`src/rtl/mvm_pp_sched.sv`:
```
// Ping-pong bank scheduler: fills one bank from the input stream while the MAC
// array sweeps the other, with back-pressure once both banks hold data.
module mvm_pp_sched #(
  parameter int DEPTH    = 16,
  parameter int LOGDEPTH = $clog2(DEPTH)
) (
  input  logic                clk,
  input  logic                reset,
  input  logic                s_valid,
  output logic                s_ready,
  output logic                wr_en,
  output logic                wr_bank,
  output logic [LOGDEPTH-1:0] wr_addr,
  input  logic                rd_stall,
  output logic                rd_en,
  output logic                rd_bank,
  output logic [LOGDEPTH-1:0] rd_addr,
  output logic                rd_last,
  output logic                rd_dvalid,
  input  logic                rd_release,
  output logic [1:0]          full_cnt,
  output logic                proto_err
);

  typedef enum logic [1:0] {R_IDLE, R_SWEEP, R_WAIT_REL} rstate_t;

  localparam logic [LOGDEPTH-1:0] LAST = LOGDEPTH'(DEPTH - 1);

  rstate_t state;
  logic    fill_done;
  logic    rel_evt;

  assign s_ready   = (full_cnt != 2'd2);
  assign wr_en     = s_valid & s_ready;
  assign fill_done = wr_en && (wr_addr == LAST);
  assign rd_en     = (state == R_SWEEP) && !rd_stall;
  assign rd_last   = rd_en && (rd_addr == LAST);
  // A release only counts while a swept bank is waiting to be handed back.
  assign rel_evt   = rd_release && (state == R_WAIT_REL);

  always_ff @(posedge clk) begin
    if (reset) begin
      wr_addr   <= '0;
      wr_bank   <= 1'b0;
      rd_addr   <= '0;
      rd_bank   <= 1'b0;
      full_cnt  <= 2'd0;
      state     <= R_IDLE;
      rd_dvalid <= 1'b0;
      proto_err <= 1'b0;
    end else begin
      rd_dvalid <= rd_en;

      if (wr_en) begin
        if (fill_done) begin
          wr_addr <= '0;
          wr_bank <= ~wr_bank;
        end else begin
          wr_addr <= wr_addr + 1'b1;
        end
      end

      if (fill_done && !rel_evt)
        full_cnt <= full_cnt + 2'd1;
      else if (rel_evt && !fill_done)
        full_cnt <= full_cnt - 2'd1;

      if (rd_release && !rel_evt)
        proto_err <= 1'b1;

      case (state)
        R_IDLE: begin
          rd_addr <= '0;
          if (full_cnt != 2'd0) state <= R_SWEEP;
        end
        R_SWEEP: begin
          if (rd_en) begin
            if (rd_addr == LAST) begin
              rd_addr <= '0;
              state   <= R_WAIT_REL;
            end else begin
              rd_addr <= rd_addr + 1'b1;
            end
          end
        end
        R_WAIT_REL: begin
          if (rd_release) begin
            rd_bank <= ~rd_bank;
            state   <= R_IDLE;
          end
        end
        default: state <= R_IDLE;
      endcase
    end
  end

endmodule
```
`config.mk`:
```
export PLATFORM = sky130hd
export DESIGN_NAME = mvm_pp_sched
export DESIGN_NICKNAME = d
export VERILOG_FILES = /design/src/rtl/mvm_pp_sched.sv
export SDC_FILE = /design/constraint.sdc
export NUM_CORES = 1
export LEC_CHECK = 0
export ABC_CLOCK_PERIOD_IN_PS = 1950
export CORE_MARGIN = 10
export CORE_UTILIZATION = 25
export DETAILED_ROUTE_END_ITERATION = 10
export GPL_ROUTABILITY_DRIVEN = 1
export SYNTH_ARGS = -nofsm -noshare
export SYNTH_HDL_FRONTEND = slang
export SYNTH_SLANG_ARGS = --single-unit
```
`constraint.sdc`:
```
create_clock -name clk -period 1.95 [get_ports clk]
set_input_delay 0.39 -clock clk [delete_from_list [all_inputs] [get_ports clk]]
set_output_delay 0.39 -clock clk [all_outputs]
set_load 0.02 [all_outputs]
```
# Word level (Yosys, flattened, before mapping)
# Cells that the tools add are included.
# W data, S select, Z words.
# classes
add_sub_neg	4
n_mux	11
eq_ne	9
bitwise_logic	3
reduce_logical	18
# op_table
cell	n
$mux W2	6
$mux W4	3
$add A4 B1 Y4 const B	2
$eq A4 B4 Y1 const B	2
$ne A2 B2 Y1 const B	4
$pmux W4 S2	1
$logic_and A1 B1 Y1	7
$pmux W2 S3	1
$reduce_and A2 Y1	3
$reduce_bool A2 Y1	3
$reduce_and A4 Y1	1
$logic_not A1 Y1	3
$add A2 B1 Y2 const B	1
$eq A2 B1 Y1 const B	1
$eq A2 B2 Y1 const B	1
$logic_not A2 Y1	1
$ne A2 B1 Y1 const B	1
$not A1 Y1	2
$sub A2 B1 Y2 const B	1
$and A1 B1 Y1	1
# totals
out_inout_bits	18
elab_cells	53
in_bits	5
reg_bits	16

# Depth between registers and ports, before layout
# logic_depth
word_depth	7
mapped_depth	7
mapped_depth_nobuf	7

# Worst setup path before layout
# OpenSTA, ideal clock, no wires.
# synth_timing
path_kind	register -> register
start	reg full_cnt[0]
end	reg full_cnt[1]
setup_ns	0.070
stages_incl_launch_ff	6
period_less_slack_ns	1.889
arrival_ns	1.820
path_buffers	0
t_required_ns	1.880
path_slack_ns	0.061
cell_sequence	dfxtp_1 -> nand2b_1 -> and3_1 -> ha_1 -> or3_1 -> a21oi_1
# synth_between
elab_chain_len	6
word_cells_on_any_way	11
cone_classes	add/sub: 2; eq/ne: 1; mux: 2; bitwise: 1; reduce/logical: 5
# synth_rtl
element	line	rtl
start, declared	21	output logic [1:0] full_cnt,
start signal, assigned	64	full_cnt <= full_cnt + 2'd1;
start signal, assigned	66	full_cnt <= full_cnt - 2'd1;
$ne A2 B2 Y1 *	33	assign s_ready = (full_cnt != 2'd2);
net s_ready	10	output logic s_ready,
$and A1 B1 Y1 *	34	assign wr_en = s_valid & s_ready;
$logic_and A1 B1 Y1 *	35	assign fill_done = wr_en && (wr_addr == LAST);
$logic_not A1 Y1	65	else if (rel_evt && !fill_done)
$logic_and A1 B1 Y1	65	
$reduce_bool A2 Y1 (no source line)	n/a	
# Mark *: on every way through the listed nets, which the timed path passes. The rest lies on a longest branch. The select of a mux whose other input is x is not followed.
# A chain may end at the register's enable or synchronous reset.

# Final worst setup path
# layout_timing
start	in rd_stall
end	out rd_last
# layout_between
elab_chain_len	3
# layout_rtl
element	line	rtl
start, declared	14	input logic rd_stall,
$logic_not A1 Y1	36	assign rd_en = (state == R_SWEEP) && !rd_stall;
$logic_and A1 B1 Y1	36	
$logic_and A1 B1 Y1	37	assign rd_last = rd_en && (rd_addr == LAST);
end, declared	18	output logic rd_last,
# Every way passes these cells.

==> results.toml <==
[setup_path]
r2r_start = "wr_addr[1]$_SDFFE_PP0P_"
critical_path.max_stage_delay_ns = 0.42
cp_max_fo = 3
slowest_stage = "clkdlybuf4s50_1"
critical_path.cell_chain = "clkdlybuf4s50_1 > or3b_4 > inv_2 > and2_1 > buf_4"
cp-startpoint = "rd_stall"
crit_end = "rd_last"
critPathArrivalTime_ns = 1.52
critPathRequiredTime_ns = 1.56
worstSetupStartpointType = "primary input"
reg2reg_depth = 6
r2r_slack_ns = 0.14
crit_type = "primary input to output pin"
crit_path_end_kind = "output pin"
rr_endpoint = "full_cnt[1]$_SDFFE_PP0P_"

[die]
chipHeight_um = 73.18
rows = 19
initial_core_util_pct = 25.86
coreArea_um2 = 2734
die_w_um = 73.18
die_area_um2 = 5355
ios = 23

[power_and_ir_drop]
clkPwrFrac_pct = 36.5
swShare_pct = 22.89
comb_power_share_pct = 9.0
p_leak_nw = 0.4952
seq_power_share_pct = 54.5
intPower_w = 0.0004746
power.density_nw_per_um2 = 535.2
peakVddDrop_mv = 0.3176
p_switching_w = 0.0001408

[routing]
routed_wl_mm = 1.806
wl_per_cell_um = 11.58
antenna_left = 0
drtPass1Iterations = 4
drcViolationCount = 0
num_vias = 716
vias_per_cell = 4.590
drt_iter0_drc = 26

[placed_design]
numPortBuffers = 22
dp_hpwl_mm = 1.477
gp_congestion = 0.7949

[yosys]
ys_types = 25
synthCells = 80
synth_warnings = 0
async_reset_ff_share_pct = 0
netlist_area_um2 = 706.9
synth_ff_type = "dfxtp_1"
synth_nets = 88
synth.area.top_cells = "dfxtp_1 (45%), nor2_1 (5.8%), a21oi_1 (5.7%)"
synth_edf_count = 0
syn_avg_cell_area_um2 = 8.837
ys_seq_area_share_pct = 45.31
synth-seq-cells = 16
synth_top_cell_area_share_pct = 45.31
synth_top_area_cell = "dfxtp_1"

[timing]
tightest_slew_ns = 0.4073
min_period_ns = 1.909
slew_headroom_pct = 72.14
clock.fmax_mhz = 523.8
setup_viol = 0
rsz0062_at_grt = "no"
slew_viol_final = 0
final.period_utilization_pct = 97.90
hold_violations = 0
fin_worst_hold_slack_ns = 0.4859
clock-skew-final_ns = 0.001128

[clock_tree]
clk_latency_ns = 0.28
hold_buffers = 0
clkSinkCount = 16
clk_pin_slew_ns = 0.10
ctsLongestPathBuffers = 2
cts-root-buf = "clkbuf_4"
cts_buffers = 3
h-tree-depth = 1
tritoncts = "built"

[grt]
antenna_found_initial = 0
grt_pass1_vias = 692
grt_pass1_wl_mm = 3.036
grt_max_degree = 11
grt_use_total_pct = 6.906
gr-total-overflow = 0

[cells_and_area]
finalCoreUtilization_pct = 42.06
area_delta_synth_final_pct = 62.65
antenna_cells = 0
num-nets-final = 134
drive_gt1_share_pct = 25.60

[flow_run]
cap_violations = 0

[min_path]
holdPathStages = 2
hold_path_class = "register to register"

[run_status]
outcome = "finished, final reports clean"
## Yosys cell counts (2+ instances only)
cell / instances
nor2b_1: 2
dfxtp_1: 16
xor2_1: 4
inv_1: 2
nor3_1: 2
nor2_1: 11
a21oi_1: 8
nand3_1: 4
ha_1: 3
or3_1: 4
nand2_1: 4
o21ai_0: 3
a22oi_1: 2
and3_1: 3
nand2b_1: 2
## placed cells by master (no fill, tap or decap), types with 4 or more instances in the layout
cell type	instances
buf_4	22
clkdlybuf4s50_1	19
dfxtp_1	15
nor2_1	11
a21oi_1	7
nand2_1	4
nand3_1	4
or3_1	4
xor2_1	4
## per-stage QoR
stage / power (W) / setup TNS, ns / area, µm² / setup WS (ns) / std cells
after floorplan: 0.0003623 / 0 / 706.9 / 0.06071 / 80
final: 0.0006154 / 0 / 1150 / 0.04087 / 156
after global routing: 0.0006354 / 0 / 1150 / 0.005975 / 156
after detailed placement: 0.0003990 / -1.001 / 1112 / -0.4680 / 152
after global placement: 0.0003985 / -0.8993 / 1112 / -0.4287 / 152
after CTS: 0.0006195 / 0 / 1140 / 0.002035 / 156
## critical path: cells and delay by family
family,cells,cell delay [ns]
buf+inv,3,0.63
simple gates,2,0.50
## layer usage
layer | vias up | global-route usage [%] | wire (µm)
met1 | 333 | 6.878 | 723
li1 | 371 | - | -
met2 | 10 | 12.42 | 956
met5 | - | 0 | 0
met4 | 0 | 3.165 | 33
met3 | 2 | 2.449 | 93
## layout make-up
| type | count | area [µm²] |
|---|---|---|
| Fill cell | 266 | 1584 |
| Clock buffer | 4 | 36.28 |
| Tap cell | 31 | 38.79 |
| Sequential cell | 16 | 321.6 |
| Timing Repair Buffer | 42 | 364.1 |
| Inverter | 2 | 7.507 |
| Multi-Input combinational cell | 61 | 381.6 |
## kinds of logic after synthesis
group           synth area share [%]
simple gates                   26.55
mux                            1.593
flops                          45.31
fa+ha+maj                      5.310
buf+inv                        1.593
xor+xnor                       6.194
compound gates                 13.45
## state kept, by name, summed over array words and instances (netlist names)
register and flops:
proto_err 1, full_cnt 2, rd_dvalid 1, wr_addr 4, wr_bank 1, rd_bank 1, state 2, rd_addr 4
## how the worst min path moves through the flow
stage | start | to | slack (ns)
final | proto_err$_SDFFE_PP0P_ | proto_err$_SDFFE_PP0P_ | 0.49
after global routing | wr_addr[1]$_SDFFE_PP0P_ | wr_addr[1]$_SDFFE_PP0P_ | 0.53
after CTS | proto_err$_SDFFE_PP0P_ | proto_err$_SDFFE_PP0P_ | 0.49
after detailed placement | proto_err$_SDFFE_PP0P_ | proto_err$_SDFFE_PP0P_ | 0.46
after global placement | proto_err$_SDFFE_PP0P_ | proto_err$_SDFFE_PP0P_ | 0.47
after floorplan | reset | full_cnt[1]$_SDFFE_PP0P_ | 0.46
## power by group through the flow
stage,clock [W],combinational (W),sequential (W)
6_report,0.000225,0.0000554,0.000335
3_5_place_dp,0,0.0000565,0.000342
2_1_floorplan,0,0.0000133,0.000349
3_3_place_gp,0,0.0000561,0.000342
4_1_cts,0.000229,0.0000558,0.000335
5_1_grt,0.000238,0.0000607,0.000336
## what timing repair did
action                                  4_1_cts  5_1_grt
resized for setup                            10        5
buffers inserted                              0        0
cloned                                        0        0
pin swaps                                     0        0
endpoints found under the setup margin        3        3
No activity file was read; power rests on OpenSTA's default activity.
